$ cat src/rtl/pe_seq_ctrl_pkg.sv
// Shared constants for the PE sequencer: default widths, state encoding,
// and the number of drain cycles between the last read and FLUSH.
package pe_ctrl_pkg;

  localparam int DATA_W_DEF  = 16;
  localparam int SUM_W_DEF   = 36;
  localparam int ADDR_W_DEF  = 4;
  localparam int TIMEOUT_DEF = 64;
  localparam int LEN_W       = ADDR_W_DEF + 1;

  // Read data lands on the operand registers two cycles after the strobe,
  // so FLUSH waits this many idle cycles after the final read.
  localparam int DRAIN_CYC   = 2;

  localparam int ST_W = 3;
  localparam logic [ST_W-1:0] ST_IDLE   = 3'd0;
  localparam logic [ST_W-1:0] ST_STREAM = 3'd1;
  localparam logic [ST_W-1:0] ST_FLUSH  = 3'd2;
  localparam logic [ST_W-1:0] ST_WAIT   = 3'd3;
  localparam logic [ST_W-1:0] ST_HOLD   = 3'd4;

endpackage

$ cat src/rtl/pe_seq_ctrl_if.sv
// Job request and result handshake between a host and the PE sequencer.
//
// Handshake semantics: the job request is a level 'start' sampled only while
// the sequencer is idle (no queuing, no ready). The result channel is strict
// valid/ready: res_valid rises once per job, res_sum is stable while
// res_valid is high, and the transfer completes on the rising clock edge
// where res_valid and res_ready are both high.
interface pe_seq_ctrl_if
  import pe_ctrl_pkg::*;
#(
  parameter int ADDR_W = ADDR_W_DEF,
  parameter int SUM_W  = SUM_W_DEF
);

  logic              start;
  logic [ADDR_W:0]   len;
  logic [ADDR_W-1:0] a_base;
  logic [ADDR_W-1:0] w_base;
  logic              res_valid;
  logic              res_ready;
  logic [SUM_W-1:0]  res_sum;

  modport master (
    output start, len, a_base, w_base, res_ready,
    input  res_valid, res_sum
  );

  modport slave (
    input  start, len, a_base, w_base, res_ready,
    output res_valid, res_sum
  );

endinterface

$ cat src/rtl/pe_ctrl_timer.sv
// Enable-gated cycle counter for the WAIT state. It clears while 'clr' is
// high, counts while 'run' is high, and flags expiry on its last cycle.
module pe_ctrl_timer
  import pe_ctrl_pkg::*;
#(
  parameter int TIMEOUT = TIMEOUT_DEF
) (
  input  logic clk,
  input  logic rst_n,
  input  logic en,
  input  logic clr,
  input  logic run,
  output logic expired
);

  localparam int CW = (TIMEOUT > 1) ? $clog2(TIMEOUT) : 1;

  logic [CW-1:0] cnt_q, cnt_d;

  assign expired = (cnt_q == CW'(TIMEOUT - 1));

  // Next count: clear wins, otherwise count up and saturate at expiry.
  always_comb begin
    cnt_d = cnt_q;
    if (clr) begin
      cnt_d = '0;
    end else if (run && !expired) begin
      cnt_d = cnt_q + CW'(1);
    end
  end

  // Counter register; en=0 freezes it.
  always_ff @(posedge clk or negedge rst_n) begin
    if (!rst_n) begin
      cnt_q <= '0;
    end else if (en) begin
      cnt_q <= cnt_d;
    end
  end

endmodule

$ cat src/rtl/pe_seq_ctrl.sv
// Sequencer for one systolic PE: streams two operand vectors from SRAM,
// marks end of vector, waits for the PE result and hands it downstream.
module pe_seq_ctrl
  import pe_ctrl_pkg::*;
#(
  parameter int DATA_W  = DATA_W_DEF,
  parameter int SUM_W   = SUM_W_DEF,
  parameter int ADDR_W  = ADDR_W_DEF,
  parameter int TIMEOUT = TIMEOUT_DEF
) (
  input  logic              clk,
  input  logic              rst_n,
  input  logic              en,
  pe_seq_ctrl_if.slave      job,
  output logic              a_rd_en,
  output logic              w_rd_en,
  output logic [ADDR_W-1:0] a_rd_addr,
  output logic [ADDR_W-1:0] w_rd_addr,
  input  logic [DATA_W-1:0] a_rd_data,
  input  logic [DATA_W-1:0] w_rd_data,
  output logic              pe_clr_n,
  output logic [DATA_W-1:0] pe_active,
  output logic [DATA_W-1:0] pe_weight,
  output logic              pe_input_done,
  input  logic              pe_calc_done,
  input  logic [SUM_W-1:0]  pe_sum,
  output logic              busy,
  output logic              err,
  output logic [ST_W-1:0]   dbg_state
);

  localparam int LN_W = ADDR_W + 1;
  localparam logic [LN_W-1:0] MAX_LEN = {1'b1, {ADDR_W{1'b0}}};

  logic [ST_W-1:0]   state_q, state_d;
  logic [LN_W-1:0]   len_q, len_d;
  logic [ADDR_W-1:0] a_base_q, a_base_d;
  logic [ADDR_W-1:0] w_base_q, w_base_d;
  logic [LN_W-1:0]   rd_cnt_q, rd_cnt_d;
  logic [1:0]        drain_q, drain_d;
  logic              clr_q, clr_d;
  logic              rd_vld_q, rd_vld_d;
  logic [DATA_W-1:0] act_q, act_d;
  logic [DATA_W-1:0] wgt_q, wgt_d;
  logic [SUM_W-1:0]  res_sum_q, res_sum_d;
  logic              err_q, err_d;

  logic len_ok;
  logic rd_issue;
  logic tmr_expired;

  // A read is pending while streaming and fewer than len reads have gone out.
  assign len_ok   = (job.len != '0) && (job.len <= MAX_LEN);
  assign rd_issue = (state_q == ST_STREAM) && (rd_cnt_q != len_q);

  pe_ctrl_timer #(.TIMEOUT(TIMEOUT)) u_timer (
    .clk     (clk),
    .rst_n   (rst_n),
    .en      (en),
    .clr     (state_q != ST_WAIT),
    .run     (state_q == ST_WAIT),
    .expired (tmr_expired)
  );

  // FSM, job latch, address/drain counters, read pipeline and result capture.
  always_comb begin
    state_d   = state_q;
    len_d     = len_q;
    a_base_d  = a_base_q;
    w_base_d  = w_base_q;
    rd_cnt_d  = rd_cnt_q;
    drain_d   = drain_q;
    clr_d     = 1'b0;
    res_sum_d = res_sum_q;
    err_d     = err_q;
    rd_vld_d  = rd_issue;
    act_d     = rd_vld_q ? a_rd_data : '0;
    wgt_d     = rd_vld_q ? w_rd_data : '0;
    case (state_q)
      ST_IDLE: begin
        if (job.start) begin
          if (len_ok) begin
            state_d  = ST_STREAM;
            len_d    = job.len;
            a_base_d = job.a_base;
            w_base_d = job.w_base;
            rd_cnt_d = '0;
            drain_d  = '0;
            clr_d    = 1'b1;
            err_d    = 1'b0;
          end else begin
            err_d = 1'b1;
          end
        end
      end
      ST_STREAM: begin
        if (rd_issue) begin
          rd_cnt_d = rd_cnt_q + LN_W'(1);
        end else if (drain_q == 2'(DRAIN_CYC - 1)) begin
          state_d = ST_FLUSH;
        end else begin
          drain_d = drain_q + 2'd1;
        end
      end
      ST_FLUSH: state_d = ST_WAIT;
      ST_WAIT: begin
        if (pe_calc_done) begin
          state_d   = ST_HOLD;
          res_sum_d = pe_sum;
        end else if (tmr_expired) begin
          state_d = ST_IDLE;
          err_d   = 1'b1;
        end
      end
      ST_HOLD: begin
        if (job.res_ready) begin
          state_d = ST_IDLE;
        end
      end
      default: state_d = ST_IDLE;
    endcase
  end

  // State registers; en=0 freezes everything including the read pipeline.
  always_ff @(posedge clk or negedge rst_n) begin
    if (!rst_n) begin
      state_q   <= ST_IDLE;
      len_q     <= '0;
      a_base_q  <= '0;
      w_base_q  <= '0;
      rd_cnt_q  <= '0;
      drain_q   <= '0;
      clr_q     <= 1'b0;
      rd_vld_q  <= 1'b0;
      act_q     <= '0;
      wgt_q     <= '0;
      res_sum_q <= '0;
      err_q     <= 1'b0;
    end else if (en) begin
      state_q   <= state_d;
      len_q     <= len_d;
      a_base_q  <= a_base_d;
      w_base_q  <= w_base_d;
      rd_cnt_q  <= rd_cnt_d;
      drain_q   <= drain_d;
      clr_q     <= clr_d;
      rd_vld_q  <= rd_vld_d;
      act_q     <= act_d;
      wgt_q     <= wgt_d;
      res_sum_q <= res_sum_d;
      err_q     <= err_d;
    end
  end

  // Strobes are masked by en so a frozen cycle never issues a read or marker.
  assign a_rd_en       = rd_issue && en;
  assign w_rd_en       = rd_issue && en;
  assign a_rd_addr     = rd_issue ? (a_base_q + rd_cnt_q[ADDR_W-1:0]) : '0;
  assign w_rd_addr     = rd_issue ? (w_base_q + rd_cnt_q[ADDR_W-1:0]) : '0;
  assign pe_input_done = (state_q == ST_FLUSH) && en;
  assign pe_clr_n      = ~clr_q;
  assign pe_active     = act_q;
  assign pe_weight     = wgt_q;
  assign job.res_valid = (state_q == ST_HOLD);
  assign job.res_sum   = res_sum_q;
  assign busy          = (state_q != ST_IDLE);
  assign err           = err_q;
  assign dbg_state     = state_q;

endmodule

$ cat src/flat_wrapper.sv
// flat-port wrapper written by rule: the top's interface ports become plain ports
module pe_seq_ctrl_flat import pe_ctrl_pkg::*;
#(
  parameter int DATA_W  = DATA_W_DEF,
  parameter int SUM_W   = SUM_W_DEF,
  parameter int ADDR_W  = ADDR_W_DEF,
  parameter int TIMEOUT = TIMEOUT_DEF
)
  (clk, rst_n, en, a_rd_en, w_rd_en, a_rd_addr, w_rd_addr, a_rd_data, w_rd_data, pe_clr_n, pe_active, pe_weight, pe_input_done, pe_calc_done, pe_sum, busy, err, dbg_state, job_start, job_len, job_a_base, job_w_base, job_res_ready, job_res_valid, job_res_sum);
  pe_seq_ctrl_if #(.ADDR_W(ADDR_W), .SUM_W(SUM_W)) job_i ();
  input  logic clk;
  input  logic rst_n;
  input  logic en;
  output logic a_rd_en;
  output logic w_rd_en;
  output logic [ADDR_W-1:0] a_rd_addr;
  output logic [ADDR_W-1:0] w_rd_addr;
  input  logic [DATA_W-1:0] a_rd_data;
  input  logic [DATA_W-1:0] w_rd_data;
  output logic pe_clr_n;
  output logic [DATA_W-1:0] pe_active;
  output logic [DATA_W-1:0] pe_weight;
  output logic pe_input_done;
  input  logic pe_calc_done;
  input  logic [SUM_W-1:0] pe_sum;
  output logic busy;
  output logic err;
  output logic [ST_W-1:0] dbg_state;
  input wire logic [$bits(job_i.start)-1:0] job_start;
  input wire logic [$bits(job_i.len)-1:0] job_len;
  input wire logic [$bits(job_i.a_base)-1:0] job_a_base;
  input wire logic [$bits(job_i.w_base)-1:0] job_w_base;
  input wire logic [$bits(job_i.res_ready)-1:0] job_res_ready;
  output wire logic [$bits(job_i.res_valid)-1:0] job_res_valid;
  output wire logic [$bits(job_i.res_sum)-1:0] job_res_sum;
  assign job_i.start = job_start;
  assign job_i.len = job_len;
  assign job_i.a_base = job_a_base;
  assign job_i.w_base = job_w_base;
  assign job_i.res_ready = job_res_ready;
  assign job_res_valid = job_i.res_valid;
  assign job_res_sum = job_i.res_sum;
  pe_seq_ctrl #(.DATA_W(DATA_W), .SUM_W(SUM_W), .ADDR_W(ADDR_W), .TIMEOUT(TIMEOUT)) u_core (.clk(clk), .rst_n(rst_n), .en(en), .job(job_i), .a_rd_en(a_rd_en), .w_rd_en(w_rd_en), .a_rd_addr(a_rd_addr), .w_rd_addr(w_rd_addr), .a_rd_data(a_rd_data), .w_rd_data(w_rd_data), .pe_clr_n(pe_clr_n), .pe_active(pe_active), .pe_weight(pe_weight), .pe_input_done(pe_input_done), .pe_calc_done(pe_calc_done), .pe_sum(pe_sum), .busy(busy), .err(err), .dbg_state(dbg_state));
endmodule
$ cat config.mk
export PLATFORM = sky130hd
export DESIGN_NAME = pe_seq_ctrl_flat
export DESIGN_NICKNAME = d
export VERILOG_FILES = /design/src/rtl/pe_seq_ctrl_pkg.sv /design/src/rtl/pe_seq_ctrl_if.sv /design/src/rtl/pe_ctrl_timer.sv /design/src/rtl/pe_seq_ctrl.sv /design/src/flat_wrapper.sv
export SDC_FILE = /design/constraint.sdc
export NUM_CORES = 1
export LEC_CHECK = 0
export ABC_AREA = 1
export CAP_MARGIN = 20
export CORE_MARGIN = 2
export CORE_UTILIZATION = 40
export CTS_CLUSTER_DIAMETER = 50
export DETAILED_ROUTE_END_ITERATION = 8
export HOLD_SLACK_MARGIN = 0.15
export PLACE_DENSITY = 0.76
export SLEW_MARGIN = 20
export SYNTH_ARGS = -nofsm -noshare
export SYNTH_HDL_FRONTEND = slang
export SYNTH_SLANG_ARGS = --single-unit
$ cat constraint.sdc
create_clock -name clk -period 1.79 [get_ports clk]
set_clock_uncertainty 0.15 [all_clocks]
set_input_delay 0.4475 -clock clk [delete_from_list [all_inputs] [get_ports clk]]
set_output_delay 0.4475 -clock clk [all_outputs]
set_load 0.02 [all_outputs]
==> impl_metrics.py <==
metrics = {
    "sta": {
        "max_freq_ghz": 0.4281,
        "tightest_slew_ps": 368.0,
        "period_minus_slack_ps": 2336,
        "slew_headroom": 0.7546,
        "report.final.hold_viol_count": 0,
        "hold-worst-slack_ps": 322.2,
        "rsz0062_at_grt": "yes",
        "setup_slack_ps": -545.7,
        "slew_viol_final": 0,
        "post-route-period-util": 1.305,
        "setup_violations": 13,
    },
    "synthesis": {
        "ys.flop_type": "dfrtp_1",
        "netlist.top_cell.by_area": "dfrtp_1",
        "synth_area_sq_um": 4622,
        "synth.yosys.seq_area_share": 0.5414,
        "synth_top_area_share": 0.5414,
        "yosysMostFrequentCell": "nand2_1",
        "synth_area_leaders": "dfrtp_1 54%, nand2_1 13%, mux2_4 8.4%",
        "ys_top_cells_by_count": "157 x nand2_1, 100 x dfrtp_1, 49 x nand3_1, 32 x inv_1, 32 x nor2_1",
        "synth_edf_count": 0,
        "synthArstFlopShare": 1.000,
        "syn-num-nets": 578,
        "synth_cell_type_count": 27,
        "yosys_warnings": 0,
        "post_synth.cell_area_avg_sq_um": 9.629,
        "netlist_instances": 480,
        "ys_ff_latch": 100,
    },
    "drt": {
        "wl_per_cell_um": 15.40,
        "drtIter0Drc": 217,
        "wirelength_mm": 13.12,
        "ant_nets": 0,
        "vias": 4168,
        "drtPass1Iterations": 4,
        "routed_via_density": 4.892,
        "drcViolationCount": 0,
    },
    "pwr": {
        "total_power_uw": 11420,
        "p_per_area_nw_per_um2": 1502,
        "p_leak_uw": 0.003972,
        "max-vdd-ir-drop_mv": 1.064,
    },
    "grt": {
        "grt_pass1_vias": 4437,
        "grt_max_degree": 49,
        "grt.total_usage": 0.2137,
        "antenna_found_initial": 1,
        "grt_overflow_total": 0,
        "grt_pass1_wl_mm": 21.39,
    },
    "clocking": {
        "cts_root_buffer": "clkbuf_16",
        "clk_pin_slew_ps": 60,
        "clkLatencyLatePin_ps": 340,
        "numCtsBuffers": 9,
        "htree_num_levels": 3,
        "cts.sinks": 100,
        "cts_tree": "built",
        "cts_max_path_buffers": 2,
    },
    "worst_hold_path": {
        "hp-class": "register to register",
    },
    "place": {
        "pre_cts_ws_ps": -683.7,
        "post-place-cells": 820,
        "dpl.hpwl_mm": 9.434,
        "place.gp.congestion": 0.8617,
        "io_buffers": 172,
    },
    "final_layout": {
        "finalNonFillerCells": 852,
        "fin_nets": 802,
        "num_antenna_cells": 0,
        "area_growth_pct": 64.48,
        "drive_above_1_share": 0.2736,
        "postLayoutCoreUtil": 0.6686,
    },
    "critical_path": {
        "crit_type": "register to primary output",
        "worstPathArrival_ps": 1740,
        "cp_max_fo": 6,
        "worstPathRequired_ps": 1190,
        "cp-end-kind": "primary output",
        "startpoint_type": "register",
    },
    "floorplan": {
        "core_area_sq_um": 11370,
        "core.rowCount": 39,
        "initial_core_util": 0.4065,
        "die_h_um": 111.5,
        "top_level_ports": 173,
        "die-area_sq_um": 12430,
        "die_x_um": 111.5,
    },
    "job": {
        "max-cap-violations": 0,
    },
    "status": {
        "failed_checks": "setup timing",
        "status": "complete, but fails checks",
    },
}
## path summary, 6_finish.rpt
check                      slack (ps)                   to  cells after the start           startpoint
setup / recovery                 -550         a_rd_addr[1]                      5   u_core.rd_cnt_q[1]
hold / removal                    320  u_core.pe_weight[5]                      2  u_core.pe_weight[5]
setup reg to reg                   30  u_core.dbg_state[1]                      9   u_core.rd_cnt_q[0]
hold reg to reg                   320  u_core.pe_weight[5]                      2  u_core.pe_weight[5]
max in group asynchronous         720   u_core.rd_cnt_q[1]                      3                rst_n
min in group asynchronous         490  u_core.pe_active[4]                      3                rst_n
## cells in the final DEF, fill, tap and decap left out, types with 5 or more instances in the layout
| cell type | count |
|---|---|
| buf_4 | 43 |
| mux2_4 | 26 |
| dfrtp_1 | 95 |
| inv_1 | 25 |
| nand4_1 | 5 |
| nand3_1 | 43 |
| nor2_2 | 7 |
| o21ai_0 | 10 |
| nand2_2 | 10 |
| clkbuf_16 | 9 |
| buf_6 | 24 |
| dlygate4sd2_1 | 72 |
| nor2_4 | 14 |
| inv_2 | 7 |
| mux2_2 | 7 |
| nand2_1 | 146 |
| buf_12 | 5 |
| clkdlybuf4s50_1 | 79 |
| dfrtp_2 | 5 |
| nor2_1 | 11 |
| a21oi_1 | 5 |
| ha_1 | 5 |
## flip-flops by register name, summed over array words and instances (netlist names)
signal / cells
u_core.u_timer.cnt_q: 6
u_core.pe_active: 16
u_core.dbg_state: 3
u_core.err: 1
u_core.rd_vld_q: 1
u_core.drain_q: 2
u_core.w_base_q: 4
u_core.a_base_q: 4
u_core.clr_q: 1
u_core.pe_weight: 16
u_core.job.res_sum: 36
u_core.rd_cnt_q: 5
u_core.len_q: 5
## worst max-delay path, cell delays in order (launching register included)
cell and delay (ps):
dfrtp_2 460, buf_6 150, fa_2 570, inv_2 40, nor2_4 70, buf_6 110
## power by group
group | switching (uW) | leakage (uW) | internal [uW] | total, uW
clock | 797 | 0.000173 | 1440 | 2240
combinational | 2960 | 0.00250 | 2640 | 5600
sequential | 543 | 0.00130 | 3040 | 3580
## per-layer routing
metal / GRT usage / vias to the layer above / wire length (um) / part of all wire
li1: - / 1992 / - / -
met1: 0.2469 / 1979 / 5052 / 0.38
met2: 0.3813 / 169 / 6836 / 0.52
met3: 0.06206 / 26 / 940 / 0.072
met4: 0.07160 / 2 / 284 / 0.022
met5: 0 / - / 10 / 0.00076
## timing repair
item                       4_1_cts  5_1_grt
pin swaps                       17       21
gates resized for setup        187       48
hold endpoints to repair       100        0
cloned                           2        0
hold buffers                     1        0
setup endpoints to repair      151       44
buffers inserted                10        9
## through the flow
step,area [sq um],TNS (ps)
floorplan,4797,-530.4
global placement,6953,-37780
detailed placement,6953,-42950
finish,7602,-5266
global route,7602,-6306
CTS,7432,-5505
## cell type report
class / count / area [sq um]
clock buffer: 12 / 256.5
clock inverter: 4 / 95.09
fill: 863 / 3767
inverter: 34 / 132.6
multi-input combinational: 326 / 2218
sequential: 100 / 2509
tap: 143 / 178.9
timing repair buffer: 232 / 2205
timing repair inverter: 1 / 7.507
## logic make-up after synthesis
family | after synthesis | synth area share
AND/OR/NAND/NOR | 247 | 0.2204
flip-flops | 100 | 0.5414
buffers and inverters | 54 | 0.05116
multiplexers | 36 | 0.1088
AO/OA/AOI/OAI | 22 | 0.02626
adder cells (fa/ha/maj) | 11 | 0.03303
XOR/XNOR | 10 | 0.01895
Note: power is estimated with default switching activity, not from simulation.
